$ cat src/rtl/mem_arbiter_pkg.sv
// mem_arbiter shared types.
// FSM states and owner encodings.
package mem_arb_pkg;

  typedef enum logic [1:0] {
    IDLE,
    ACCESS,
    WAIT,
    DONE
  } arb_state_t;

  localparam logic OWNER_CPU = 1'b0;
  localparam logic OWNER_DMA = 1'b1;

endpackage

$ cat src/rtl/mem_arbiter_if.sv
// Requester-side RAM access port.
// req/gnt/done handshake plus data.
interface mem_arbiter_if #(
  parameter int ADDR_W = 8,
  parameter int DATA_W = 8
);
  logic              req;
  logic              we;
  logic [ADDR_W-1:0] addr;
  logic [DATA_W-1:0] wdata;
  logic              gnt;
  logic              done;
  logic [DATA_W-1:0] rdata;

  modport master (
    output req, we, addr, wdata,
    input  gnt, done, rdata
  );

  modport slave (
    input  req, we, addr, wdata,
    output gnt, done, rdata
  );
endinterface

$ cat src/rtl/mem_arbiter_rr_arb2.sv
// Two-way round-robin picker.
// Holds the last grantee; a tie goes to the other one.
module rr_arb2 (
  input  logic       clk,
  input  logic       rst_n,
  input  logic [1:0] req,
  input  logic       update,
  output logic       winner
);
  import mem_arb_pkg::*;

  logic last_q;
  logic last_d;

  // Pick the winner; only a tie consults the pointer.
  always_comb begin
    winner = ~last_q;
    unique case (1'b1)
      (req == 2'b01): winner = OWNER_CPU;
      (req == 2'b10): winner = OWNER_DMA;
      default:        winner = ~last_q;
    endcase
    last_d = update ? winner : last_q;
  end

  // Pointer starts at DMA so the CPU wins first.
  always_ff @(posedge clk or negedge rst_n) begin
    if (!rst_n) last_q <= OWNER_DMA;
    else        last_q <= last_d;
  end

endmodule

$ cat src/rtl/mem_arbiter.sv
// CPU/DMA arbiter for the shared RAM.
// Sequences each access: ACCESS, optional WAIT, DONE.
module mem_arbiter #(
  parameter int ADDR_W  = 8,
  parameter int DATA_W  = 8,
  parameter int RAM_LAT = 1
) (
  input  logic              clk,
  input  logic              reset,
  mem_arbiter_if.slave      cpu,
  mem_arbiter_if.slave      dma,
  output logic [ADDR_W-1:0] ram_addr,
  output logic [DATA_W-1:0] ram_wdata,
  output logic              ram_we,
  output logic              ram_re,
  input  logic [DATA_W-1:0] ram_rdata,
  output logic              busy,
  output logic              owner
);
  import mem_arb_pkg::*;

  localparam int CNT_W =
    (RAM_LAT > 0) ? $clog2(RAM_LAT + 1) : 1;
  localparam logic [CNT_W-1:0] CNT_LAST =
    CNT_W'((RAM_LAT > 0) ? RAM_LAT - 1 : 0);

  arb_state_t        state_q, state_d;
  logic [CNT_W-1:0]  cnt_q, cnt_d;
  logic              we_q, we_d;
  logic              owner_q, owner_d;
  logic [ADDR_W-1:0] ram_addr_q, ram_addr_d;
  logic [DATA_W-1:0] ram_wdata_q, ram_wdata_d;
  logic              ram_we_q, ram_we_d;
  logic              ram_re_q, ram_re_d;
  logic              busy_q, busy_d;
  logic              cpu_gnt_q, cpu_gnt_d;
  logic              dma_gnt_q, dma_gnt_d;
  logic              cpu_done_q, cpu_done_d;
  logic              dma_done_q, dma_done_d;
  logic [DATA_W-1:0] cpu_rdata_q, cpu_rdata_d;
  logic [DATA_W-1:0] dma_rdata_q, dma_rdata_d;
  logic              win;
  logic              upd;
  logic              capture;
  logic              active;

  assign upd = (state_q == IDLE) && (cpu.req || dma.req);

  rr_arb2 u_rr (
    .clk    (clk),
    .rst_n  (reset),
    .req    ({dma.req, cpu.req}),
    .update (upd),
    .winner (win)
  );

  // Next state plus next registered outputs.
  always_comb begin
    state_d     = state_q;
    cnt_d       = cnt_q;
    we_d        = we_q;
    owner_d     = owner_q;
    ram_addr_d  = ram_addr_q;
    ram_wdata_d = ram_wdata_q;
    cpu_rdata_d = cpu_rdata_q;
    dma_rdata_d = dma_rdata_q;
    capture     = 1'b0;
    unique case (state_q)
      IDLE: begin
        if (upd) begin
          state_d = ACCESS;
          owner_d = win;
          if (win == OWNER_DMA) begin
            we_d        = dma.we;
            ram_addr_d  = dma.addr;
            ram_wdata_d = dma.wdata;
          end else begin
            we_d        = cpu.we;
            ram_addr_d  = cpu.addr;
            ram_wdata_d = cpu.wdata;
          end
        end
      end
      ACCESS: begin
        if (we_q) begin
          state_d = DONE;
        end else if (RAM_LAT == 0) begin
          capture = 1'b1;
          state_d = DONE;
        end else begin
          cnt_d   = '0;
          state_d = WAIT;
        end
      end
      WAIT: begin
        if (cnt_q == CNT_LAST) begin
          capture = 1'b1;
          state_d = DONE;
        end else begin
          cnt_d = cnt_q + CNT_W'(1);
        end
      end
      DONE:    state_d = IDLE;
      default: state_d = IDLE;
    endcase
    if (capture) begin
      if (owner_q == OWNER_DMA) dma_rdata_d = ram_rdata;
      else                      cpu_rdata_d = ram_rdata;
    end
    active = (state_d == ACCESS) || (state_d == WAIT);
    if (!active) ram_wdata_d = '0;
    busy_d     = (state_d != IDLE);
    cpu_gnt_d  = busy_d && (owner_d == OWNER_CPU);
    dma_gnt_d  = busy_d && (owner_d == OWNER_DMA);
    cpu_done_d = (state_d == DONE) && (owner_d == OWNER_CPU);
    dma_done_d = (state_d == DONE) && (owner_d == OWNER_DMA);
    ram_we_d   = (state_d == ACCESS) && we_d;
    ram_re_d   = (state_d == ACCESS) && !we_d;
  end

  // FSM state and all registered outputs.
  always_ff @(posedge clk or negedge reset) begin
    if (!reset) begin
      state_q     <= IDLE;
      cnt_q       <= '0;
      we_q        <= 1'b0;
      owner_q     <= OWNER_CPU;
      ram_addr_q  <= '0;
      ram_wdata_q <= '0;
      ram_we_q    <= 1'b0;
      ram_re_q    <= 1'b0;
      busy_q      <= 1'b0;
      cpu_gnt_q   <= 1'b0;
      dma_gnt_q   <= 1'b0;
      cpu_done_q  <= 1'b0;
      dma_done_q  <= 1'b0;
      cpu_rdata_q <= '0;
      dma_rdata_q <= '0;
    end else begin
      state_q     <= state_d;
      cnt_q       <= cnt_d;
      we_q        <= we_d;
      owner_q     <= owner_d;
      ram_addr_q  <= ram_addr_d;
      ram_wdata_q <= ram_wdata_d;
      ram_we_q    <= ram_we_d;
      ram_re_q    <= ram_re_d;
      busy_q      <= busy_d;
      cpu_gnt_q   <= cpu_gnt_d;
      dma_gnt_q   <= dma_gnt_d;
      cpu_done_q  <= cpu_done_d;
      dma_done_q  <= dma_done_d;
      cpu_rdata_q <= cpu_rdata_d;
      dma_rdata_q <= dma_rdata_d;
    end
  end

  assign ram_addr  = ram_addr_q;
  assign ram_wdata = ram_wdata_q;
  assign ram_we    = ram_we_q;
  assign ram_re    = ram_re_q;
  assign busy      = busy_q;
  assign owner     = owner_q;
  assign cpu.gnt   = cpu_gnt_q;
  assign cpu.done  = cpu_done_q;
  assign cpu.rdata = cpu_rdata_q;
  assign dma.gnt   = dma_gnt_q;
  assign dma.done  = dma_done_q;
  assign dma.rdata = dma_rdata_q;

endmodule
$ cat src/flat_wrapper.sv
// flat-port wrapper written by rule: the top's interface ports become plain ports
module mem_arbiter_flat import mem_arb_pkg::*;
#(
  parameter int ADDR_W  = 8,
  parameter int DATA_W  = 8,
  parameter int RAM_LAT = 1
)
  (clk, reset, ram_addr, ram_wdata, ram_we, ram_re, ram_rdata, busy, owner, cpu_req, cpu_we, cpu_addr, cpu_wdata, cpu_gnt, cpu_done, cpu_rdata, dma_req, dma_we, dma_addr, dma_wdata, dma_gnt, dma_done, dma_rdata);
  mem_arbiter_if #(.ADDR_W(ADDR_W), .DATA_W(DATA_W)) cpu_i ();
  mem_arbiter_if #(.ADDR_W(ADDR_W), .DATA_W(DATA_W)) dma_i ();
  input  logic clk;
  input  logic reset;
  output logic [ADDR_W-1:0] ram_addr;
  output logic [DATA_W-1:0] ram_wdata;
  output logic ram_we;
  output logic ram_re;
  input  logic [DATA_W-1:0] ram_rdata;
  output logic busy;
  output logic owner;
  input wire logic [$bits(cpu_i.req)-1:0] cpu_req;
  input wire logic [$bits(cpu_i.we)-1:0] cpu_we;
  input wire logic [$bits(cpu_i.addr)-1:0] cpu_addr;
  input wire logic [$bits(cpu_i.wdata)-1:0] cpu_wdata;
  output wire logic [$bits(cpu_i.gnt)-1:0] cpu_gnt;
  output wire logic [$bits(cpu_i.done)-1:0] cpu_done;
  output wire logic [$bits(cpu_i.rdata)-1:0] cpu_rdata;
  input wire logic [$bits(dma_i.req)-1:0] dma_req;
  input wire logic [$bits(dma_i.we)-1:0] dma_we;
  input wire logic [$bits(dma_i.addr)-1:0] dma_addr;
  input wire logic [$bits(dma_i.wdata)-1:0] dma_wdata;
  output wire logic [$bits(dma_i.gnt)-1:0] dma_gnt;
  output wire logic [$bits(dma_i.done)-1:0] dma_done;
  output wire logic [$bits(dma_i.rdata)-1:0] dma_rdata;
  assign cpu_i.req = cpu_req;
  assign cpu_i.we = cpu_we;
  assign cpu_i.addr = cpu_addr;
  assign cpu_i.wdata = cpu_wdata;
  assign cpu_gnt = cpu_i.gnt;
  assign cpu_done = cpu_i.done;
  assign cpu_rdata = cpu_i.rdata;
  assign dma_i.req = dma_req;
  assign dma_i.we = dma_we;
  assign dma_i.addr = dma_addr;
  assign dma_i.wdata = dma_wdata;
  assign dma_gnt = dma_i.gnt;
  assign dma_done = dma_i.done;
  assign dma_rdata = dma_i.rdata;
  mem_arbiter #(.ADDR_W(ADDR_W), .DATA_W(DATA_W), .RAM_LAT(RAM_LAT)) u_core (.clk(clk), .reset(reset), .cpu(cpu_i), .dma(dma_i), .ram_addr(ram_addr), .ram_wdata(ram_wdata), .ram_we(ram_we), .ram_re(ram_re), .ram_rdata(ram_rdata), .busy(busy), .owner(owner));
endmodule
$ cat config.mk
export PLATFORM = sky130hd
export DESIGN_NAME = mem_arbiter_flat
export DESIGN_NICKNAME = d
export VERILOG_FILES = /design/src/rtl/mem_arbiter_pkg.sv /design/src/rtl/mem_arbiter_if.sv /design/src/rtl/mem_arbiter_rr_arb2.sv /design/src/rtl/mem_arbiter.sv /design/src/flat_wrapper.sv
export SDC_FILE = /design/constraint.sdc
export NUM_CORES = 1
export LEC_CHECK = 0
export CORE_AREA = 5 5 81 76
export DETAILED_ROUTE_END_ITERATION = 8
export DIE_AREA = 0 0 86 81
export GPL_TIMING_DRIVEN = 0
export PLACE_DENSITY = 0.75
export SETUP_SLACK_MARGIN = 0.5
export SLEW_MARGIN = 10
export SYNTH_ARGS = -nofsm -noshare
export SYNTH_HDL_FRONTEND = slang
export SYNTH_SLANG_ARGS = --single-unit
export TNS_END_PERCENT = 20
$ cat constraint.sdc
create_clock -name clk -period 2.2 [get_ports clk]
set_input_delay 0.22 -clock clk [delete_from_list [all_inputs] [get_ports clk]]
set_output_delay 0.22 -clock clk [all_outputs]
set_load 0.02 [all_outputs]
==> Word-level counts from Yosys, hierarchy flattened <==
Cells that the tools add are included.
{ "word_totals": {"register_bits": 45, "input_bits": 46, "out_inout_bits": 40, "wordCells": 69} }
{ "op_classes": {"addsub": 1, "n_eq_ne": 11, "n_mux": 20, "n_bitwise": 3, "reduce_logical": 18} }
{ "op_table": {"columns": ["cell", "n"], "rows": [
  ["2-to-1 mux 8 bit", 5],
  ["== test 2 bit, second input constant", 5],
  ["2-to-1 mux 1 bit", 10],
  ["AND reduction 2 bit", 5],
  ["one-hot mux 2 bit (4 select lines)", 1],
  ["logical AND 1 bit", 7],
  ["== test 2 x 1 -> 1 bit, second input constant", 3],
  ["!= test 2 bit, second input constant", 3],
  ["2-to-1 mux 2 bit", 2],
  ["one-hot mux 1 bit (2 select lines)", 2],
  ["nonzero test 2 bit", 2],
  ["inverter 1 bit", 3],
  ["logical NOT 2 bit", 1],
  ["logical OR 1 bit", 2],
  ["adder 1 bit, second input constant", 1],
  ["logical NOT 1 bit", 1]
]} }

==> Logic depth before layout (Yosys ltp) <==
{ "logic_depth": {"depth_word": 8, "ltp_mapped": 9, "depth_no_buf": 8} }

==> Cells and area by module <==
From an unflattened synthesis, not the netlist that was laid out.
{ "hier_totals": {"cells_unflattened": 170, "hier_area_um2": 1985.7} }
{ "modules_own_cells": {"columns": ["mod", "n_inst", "cells_per_inst", "area_each_um2", "seq_area_each_um2"], "rows": [
  ["mem_arbiter", 1, 161, 1899.3, 1076.0],
  ["rr_arb2", 1, 9, 86.3, 26.3]
]} }

==> Least setup slack after synthesis <==
No wires, ideal clock.
{ "synth_path": {"path_kind": "reg2reg", "from": "register u_core.state_q[0]", "to": "register u_core.ram_wdata_q[0], in the netlist u_core.ram_wdata[0]", "setup_time_ps": 82, "t_arrival_ps": 1656, "required_ps": 2118, "setup_slack_ps": 462, "stages_incl_launch_ff": 10, "n_path_buf": 1, "period_less_slack_ps": 1738, "path_cell_list": "dfrtp_1 > inv_1 > ha_1 > nor2b_1 > buf_2 > nor2_1 > a21o_1 > ha_1 > o21ai_0 > a31oi_1"} }
{ "synth_between": {"elab_chain_len": 8, "word_cells_on_any_way": 15, "cone_classes": "eq/ne (7); mux (4); reduce/logical (4)"} }
{ "synth_rtl": {"columns": ["element", "line", "rtl"], "rows": [
  ["start, declared", "mem_arbiter.sv:27", "arb_state_t state_q, state_d;"],
  ["start signal, assigned", "mem_arbiter.sv:140", "state_q <= state_d;"],
  ["logical NOT 2 bit", "mem_arbiter.sv:47, mem_arbiter.sv:68", null],
  ["logical AND 1 bit", "mem_arbiter.sv:47", "assign upd = (state_q == IDLE) && (cpu.req || dma.req);"],
  ["2-to-1 mux 2 bit", "mem_arbiter.sv:70", "if (upd) begin"],
  ["one-hot mux 2 bit (4 select lines)", "mem_arbiter.sv:68", "unique case (state_q)"],
  ["== test 2 x 1 -> 1 bit or == test 2 bit (tied branches)", "mem_arbiter.sv:110", "active = (state_d == ACCESS) || (state_d == WAIT);"],
  ["logical OR 1 bit", "mem_arbiter.sv:110", null],
  ["!= test 2 bit (no line)", null, null],
  ["AND reduction 2 bit (no line)", null, null],
  ["end signal, assigned", "mem_arbiter.sv:145", "ram_wdata_q <= ram_wdata_d;"],
  ["end, declared", "mem_arbiter.sv:32", "logic [DATA_W-1:0] ram_wdata_q, ram_wdata_d;"]
]} }
Several ways; a longest one is shown, not always the timed one.
A chain may end at the register's enable or synchronous reset.

==> Final worst setup path <==
{ "layout_path": {"from": "input port cpu_req", "to": "register u_core.ram_wdata_q[2], in the netlist u_core.ram_wdata[2]"} }
{ "layout_between": {"elab_chain_len": 8, "word_cells_on_any_way": 17, "cone_classes": "eq/ne (6); mux (7); reduce/logical (4)"} }
{ "layout_rtl": {"columns": ["element", "line", "rtl"], "rows": [
  ["start, declared", "flat_wrapper.sv:20", "input wire logic [$bits(cpu_i.req)-1:0] cpu_req;"],
  ["logical OR 1 bit", "mem_arbiter.sv:47", null],
  ["logical AND 1 bit", "mem_arbiter.sv:47", null],
  ["2-to-1 mux 2 bit", "mem_arbiter.sv:70", null],
  ["one-hot mux 2 bit (4 select lines)", "mem_arbiter.sv:68", null],
  ["== test 2 x 1 -> 1 bit or == test 2 bit (tied branches)", "mem_arbiter.sv:110", null],
  ["logical OR 1 bit", "mem_arbiter.sv:110", null],
  ["!= test 2 bit (no line)", null, null],
  ["AND reduction 2 bit (no line)", null, null]
]} }
Several ways; a longest one is shown, not always the timed one. The select of a mux whose other input is x is not followed.

==> results.sh <==
export IMPL_cts_htree_levels=2
export IMPL_grt_pass1_wl_um=8590
export IMPL_worst_slack_ns=0.464
export IMPL_crit_arrival_ns=1.95
export IMPL_viasPerCell=5.08
export IMPL_startpoint_type="primary input"
export IMPL_track_usage_pct=15.9
export IMPL_relSlewSlack_pct=63.8
export IMPL_gp_congestion=0.745
export IMPL_crit_buf_inv=3
export IMPL_cp_slowest_cell="clkdlybuf4s50_1"
export IMPL_drt_total_wl_um=5250
export IMPL_drive_gt1_share_pct=23.1
export IMPL_area_growth_pct=58.5
export IMPL_synth_edf_count=0
export IMPL_synthTopCellsByArea="dfrtp_1 53%, mux2_2 8.8%, ha_1 5.5%, a31oi_1 4.9%, o21ai_0 4.9%"
export IMPL_die_w_um=86
export IMPL_path_max_fanout=8
export IMPL_antennaDiodeCount=0
export IMPL_layout_common_cells="83 x clkdlybuf4s50_1, 43 x dfrtp_1, 16 x o21ai_0, 16 x a31oi_1, 16 x mux2_2"
export IMPL_setup_tns_ns=0
export IMPL_synth_top_area_share_pct=52.5
export IMPL_timing_hold_ws_ns=0.437
export IMPL_cts_tree="yes"
export IMPL_setup_viol=0
export IMPL_cp_end_kind="flip-flop"
export IMPL_antenna_found_initial=0
export IMPL_io_buffers=85
export IMPL_num_nets_final=331
export IMPL_worstSetupPathType="primary input to flip-flop"
export IMPL_via_count=1746
export IMPL_ir_worst_vdd_v=0.000653
export IMPL_synthesis_nets=232
export IMPL_syn_inst=177
export IMPL_grt_overflow_total=0
export IMPL_place_hpwl_um=3910
export IMPL_clockBufferDepth=2
export IMPL_drv_cap=0
export IMPL_layout_min_cycle_time_ns=1.74
export IMPL_design_core_area_sq_um=5160
export IMPL_cts_root_buf="clkbuf_8"
export IMPL_syn_area_sq_um=2050
export IMPL_dr_first_iter_drc_count=36
export IMPL_initial_core_util_pct=39.7
export IMPL_avgSynthCellArea_sq_um=11.6
export IMPL_fmax_mhz=576
export IMPL_cts_num_sinks=44
export IMPL_final_core_utilization_pct=62.9
export IMPL_slew_violations=0
export IMPL_clk_pin_slew_worst_paths_ns=0.09
export IMPL_p_per_area_nw_per_um2=1470
export IMPL_total_power_mw=4.77
export IMPL_first_pass_iters=4
export IMPL_final_common_cell="clkdlybuf4s50_1"
export IMPL_fin_worst_skew_ns=0.00725
export IMPL_num_rows=25
export IMPL_rsz0062_at_grt="yes"
export IMPL_hp_class="primary input to async pin"
export IMPL_crit_family="buffers and inverters"
export IMPL_synth_seq_area_share_pct=53.8
export IMPL_grt_max_degree=25
export IMPL_first_global_vias=1803
export IMPL_clk_latency_ns=0.30
export IMPL_die_area_sq_um=6970
export IMPL_synthFlopType="dfrtp_1"
export IMPL_yosys_area_top_type="dfrtp_1"
export IMPL_p_leak_nw=1.36
export IMPL_dp_slack_ns=0.0188
export IMPL_cts_inserted_buffers=5
export IMPL_hold_viol=0
export IMPL_route_detailed_drc=0
export IMPL_finalCritPeriodShare_pct=78.9
export IMPL_ys_warn_count=0
export IMPL_worstPathRequired_ns=2.42
export IMPL_status="complete, no violations"
export IMPL_drtAntennaViolNets=0
export IMPL_worst_slew_pin_slew_ns=0.542
export IMPL_ios=86
export IMPL_yosysUniqueCellTypes=34
export IMPL_synth_seq_cells=44
export IMPL_path_cells="clkdlybuf4s50_1 > inv_1 > ha_1 > nor2b_4 > buf_6 > nor2_4 > a21o_1 > ha_4 > o21ai_0 > a31oi_1"
export IMPL_routedWlPerCell_um=15.3
export IMPL_slowest_delay_ns=0.47
export IMPL_async_reset_ff_share_pct=100
export IMPL_die_h_um=81
flip-flops by register name (all words and copies together), names as in the netlist:
signal              count
u_core.cpu.rdata        8
u_core.dma.rdata        8
u_core.ram_addr         8
u_core.ram_wdata        8
u_core.state_q          2
u_core.busy             1
u_core.cpu.done         1
u_core.cpu.gnt          1
u_core.dma.done         1
u_core.dma.gnt          1
u_core.owner            1
u_core.ram_re           1
u_core.ram_we           1
u_core.u_rr.last_q      1
u_core.we_q             1
worst register-to-register path: stages (launching register included):
cell     delay (ns)
dfrtp_1        0.40
inv_2          0.08
ha_4           0.14
nor2b_4        0.14
buf_6          0.11
nor2_4         0.03
a21o_1         0.17
ha_4           0.32
o21ai_0        0.10
a31oi_1        0.14
logic make-up (layout without fill, tap and decap cells):
family | count (synthesis) | in the layout | share of synthesized area [%]
AO/OA/AOI/OAI | 47 | 47 | 13.7
flip-flops | 44 | 44 | 53.8
AND/OR/NAND/NOR | 44 | 44 | 12.6
buffers and inverters | 17 | 117 | 5.50
multiplexers | 16 | 16 | 8.80
adder cells (fa/ha/maj) | 9 | 9 | 5.50
layer usage:
metal / wire, um / part of all wire (%) / GRT usage (%) / vias to the layer above
li1: - / - / - / 826
met1: 2110 / 40 / 18.2 / 845
met2: 2560 / 49 / 27.3 / 69
met3: 515 / 9.8 / 6.39 / 6
met4: 59 / 1.1 / 4.75 / 0
met5: 0 / 0 / 0 / -
Yosys cell counts (all sizes together), types with 3 or more instances:
master,instances
a31oi,16
nor2b,3
mux2,16
o21ai,24
dfrtp,43
ha,9
nor2,10
inv,6
nand2,5
nand3,17
nand2b,3
buf,9
where the power goes:
group	leakage [nW]	switching, mW	total [mW]	internal, mW
clock network	0.0614	0.280	0.652	0.371
logic	0.773	1.35	2.74	1.39
registers	0.529	0.185	1.37	1.19
metrics by stage:
stage / instances / area [sq um]
final: 344 / 3250
after global routing: 344 / 3250
after CTS: 343 / 3200
after detailed placement: 330 / 3020
after global placement: 329 / 3000
after floorplan: 177 / 2060
cell type report:
cell class / count / area, sq um
clock inverter: 2 / 38.8
tap: 67 / 83.8
sequential: 44 / 1100
timing repair buffer: 92 / 920
clock buffer: 6 / 82.6
multi-input combinational: 116 / 897
buffer: 11 / 100
inverter: 6 / 22.5
fill: 433 / 1910
worst paths after layout:
kind,depth (start not counted),slack [ns],start,to
max,10,0.46,cpu_req,u_core.ram_wdata[2]$_DFFE_PN0P_
min,2,0.44,reset,u_core.ram_addr[2]$_DFFE_PN0P_
max reg2reg,9,0.49,u_core.state_q[0]$_DFF_PN0_,u_core.ram_wdata[2]$_DFFE_PN0P_
min reg2reg,2,0.50,u_core.u_rr.last_q$_DFFE_PN1P_,u_core.u_rr.last_q$_DFFE_PN1P_
max in group asynchronous,3,1.26,reset,u_core.cpu.rdata[3]$_DFFE_PN0P_
min in group clk,3,0.48,dma_addr[0],u_core.ram_addr[0]$_DFFE_PN0P_
what timing repair did:
action                     CTS  global route
setup buffers                4             1
gates resized for setup      9            17
setup endpoints to repair   14            22
hold endpoints to repair    19             0
pin swaps                    2             2
hold buffers                 1             0
(Power assumes the default switching activity.)
==> variant: new RTL, config.mk and constraints unchanged <==
Take the reset off `ram_addr_q`, `ram_wdata_q`, `cpu_rdata_q` and `dma_rdata_q` and load them in a clocked block of their own.
--- a/src/rtl/mem_arbiter.sv
+++ b/src/rtl/mem_arbiter.sv
@@ -125,8 +125,6 @@
       cnt_q       <= '0;
       we_q        <= 1'b0;
       owner_q     <= OWNER_CPU;
-      ram_addr_q  <= '0;
-      ram_wdata_q <= '0;
       ram_we_q    <= 1'b0;
       ram_re_q    <= 1'b0;
       busy_q      <= 1'b0;
@@ -134,15 +132,11 @@
       dma_gnt_q   <= 1'b0;
       cpu_done_q  <= 1'b0;
       dma_done_q  <= 1'b0;
-      cpu_rdata_q <= '0;
-      dma_rdata_q <= '0;
     end else begin
       state_q     <= state_d;
       cnt_q       <= cnt_d;
       we_q        <= we_d;
       owner_q     <= owner_d;
-      ram_addr_q  <= ram_addr_d;
-      ram_wdata_q <= ram_wdata_d;
       ram_we_q    <= ram_we_d;
       ram_re_q    <= ram_re_d;
       busy_q      <= busy_d;
@@ -150,9 +144,14 @@
       dma_gnt_q   <= dma_gnt_d;
       cpu_done_q  <= cpu_done_d;
       dma_done_q  <= dma_done_d;
-      cpu_rdata_q <= cpu_rdata_d;
-      dma_rdata_q <= dma_rdata_d;
     end
+  end
+
+  always_ff @(posedge clk) begin
+    ram_addr_q  <= ram_addr_d;
+    ram_wdata_q <= ram_wdata_d;
+    cpu_rdata_q <= cpu_rdata_d;
+    dma_rdata_q <= dma_rdata_d;
   end
 
   assign ram_addr  = ram_addr_q;
Behaviour: not the same (a bounded check fails within 4 cycles, from zero or initial values and one cycle with reset low).
==> variant against the unedited design <==
Design area decreased by 3.1%; via count shrank 15%; sequential power fell by 7%; routed wire length is 8.8% lower; critical endpoint is now u_core.ram_wdata[3]; synthesized area decreased by 6.4%; largest cell class unchanged; global-route usage down 2.9 points; worst setup slack lost 0.033 ns; final cell count down 12%; total power is 16% lower; sequential cell count stayed put; hold slack got worse by 0.17 ns; largest power group unchanged.
==> variant: results (changes against the unedited design) <==
Status
  – Outcome: completed

Global routing
  – First-pass GRT wire length: 6.86 mm (-20%)
  – Largest net degree at the start of global routing: 18 (-28%)
  – Vias in the first global route: 1447 (-20%)
  – Initial antenna violation count: 0 (unchanged)
  – Tot GR Track Use: 13.0% (-2.9 points)

Setup path
  – Critical-path top delay cell: dfrtp_2
  – Crit path from: u_core.state_q[0]
  – Cell family with most CP delay: compound AO/OA/AOI/OAI gates
  – CP max stage delay: 0.42 ns (-0.05 ns)
  – FF-to-FF Start: u_core.state_q[0]
  – Worst Path Arrival: 1.99 ns (+0.04 ns)

Detailed routing
  – WL/cell: 15.8 um (+3.2%)
  – DRT iter0 DRCs: 72 (+100%)
  – Drt total wl: 4.79 mm (-8.8%)
  – DR vias: 1484 (-15%)

Place
  – Dpl hpwl: 3.38 mm (-14%)
  – Placed cell count: 288 (-13%)
  – IO buf count: 85 (unchanged)
  – Routability Congestion: 0.713 (-4.3%)

Power and ir drop
  – Sw frac: 36.5% (-1.7 points)
  – Maximum VDD drop: 0.501 mV (-23%)
  – Static Leak: 1.18 nW (-13%)

Clock tree
  – CTS H-tree lvls: 2 (unchanged)
  – Reg clk slew, reported paths: 0.09 ns (about the same)
  – TritonCTS Buffers: 5 (unchanged)
  – CTS Buffer Depth: 2 (unchanged)
  – CTS Root Cell: clkbuf_8

Synthesis
  – Ys Warns: 0 (unchanged)
  – Syn_nets: 191 (-18%)
  – Asr flop ratio synth: 27.3% (-73 points)
  – Synth cell types: 33 (-2.9%)
  – Post-synth EDFFs: 24 (+24)
  – Most used DFF post-synth: edfxtp_1
  – Synth Instances: 136 (-23%)
  – Ranking of synthesized cells by area: edfxtp_1 (38%), dfrtp_1 (14%), dfxtp_1 (8.3%)
  – Most instantiated cells after synthesis: edfxtp_1 (24), o21ai_0 (16), dfrtp_1 (11)
  – Post-synthesis sequential area ratio: 61.6% (+7.8 points)

Cells and area
  – Layout cell share with drive strength beyond 1: 22.4% (-0.74 points)
  – Diodes inserted: 0 (unchanged)

STA
  – Worst Tran Pin Value: 0.670 ns (+0.128 ns)
  – Clk_skew: 0.00645 ns (-0.000801 ns)
variant: changes by cell type in the layout (fill, tap and decap cells not counted), moves of 5 or more:
cell,change
nand2_1,-5
nor2_1,-5
a31oi_1,-7
nand3_1,-7
dfxtp_1,+8
dfrtp_1,-33
mux2_2,-16
edfxtp_1,+24
mux2_4,+8
variant: worst paths after layout:
| path | endpoint | depth (start not counted) | slack [ns] |
|---|---|---|---|
| max | u_core.ram_wdata[3] | 7 | 0.43 |
| min | u_core.cpu.gnt | 1 | 0.27 |
| max reg2reg | u_core.ram_wdata[3] | 7 | 0.43 |
| min reg2reg | u_core.ram_wdata[7] | 2 | 0.53 |
| max in group asynchronous | u_core.state_q[0] | 1 | 1.55 |
| min in group clk | u_core.ram_wdata[0] | 3 | 0.49 |
variant: repair_timing:
item                                    in CTS  in global routing
pin swaps                                    2                  4
gates resized for setup                      9                 20
cloned                                       0                  0
buffers inserted                             3                  5
endpoints found under the setup margin      27                 41
variant: logic make-up after synthesis:
group           after synthesis  share of synthesized area (%)
fa+ha+maj                     9                           5.87
mux                           8                           6.26
compound gates               37                           12.5
buf+inv                      12                           3.72
flops                        44                           61.6
simple gates                 26                           10.0
variant: power by group through the flow:
stage / clock, mW / sequential [mW] / combinational (mW)
CTS: 0.639 / 1.26 / 1.88
global route: 0.672 / 1.31 / 2.27
finish: 0.625 / 1.28 / 2.11
floorplan: 0 / 1.51 / 0.823
global placement: 0 / 1.27 / 1.71
detailed placement: 0 / 1.28 / 1.73
variant: metrics by stage:
stage / total power, mW / setup TNS [ns] / cell area (um^2) / hold slack (ns) / setup slack (ns)
2_1_floorplan: 2.34 / 0 / 1920 / -0.0756 / 0.575
3_3_place_gp: 2.98 / -0.0157 / 2850 / 0.525 / -0.00574
3_5_place_dp: 3.01 / -0.246 / 2850 / 0.532 / -0.0391
4_1_cts: 3.78 / 0 / 3030 / 0.286 / 0.454
5_1_grt: 4.26 / 0 / 3150 / 0.306 / 0.357
6_report: 4.02 / 0 / 3150 / 0.265 / 0.431
variant: cell type report:
| type | instances | area, um^2 |
|---|---|---|
| tap | 67 | 83.8 |
| sequential | 44 | 1180 |
| timing repair buffer | 93 | 910 |
| clock inverter | 3 | 46.3 |
| clock buffer | 5 | 68.8 |
| buffer | 6 | 57.6 |
| fill | 400 | 2010 |
| multi-input combinational | 80 | 772 |
| inverter | 6 | 25.0 |
variant: metal layers:
layer	global-route usage, %	wire length [um]	vias to the layer above
met5	0	0	-
met4	5.70	66	0
met3	4.97	407	6
met2	21.2	2270	68
met1	15.3	2050	698
li1	-	-	712
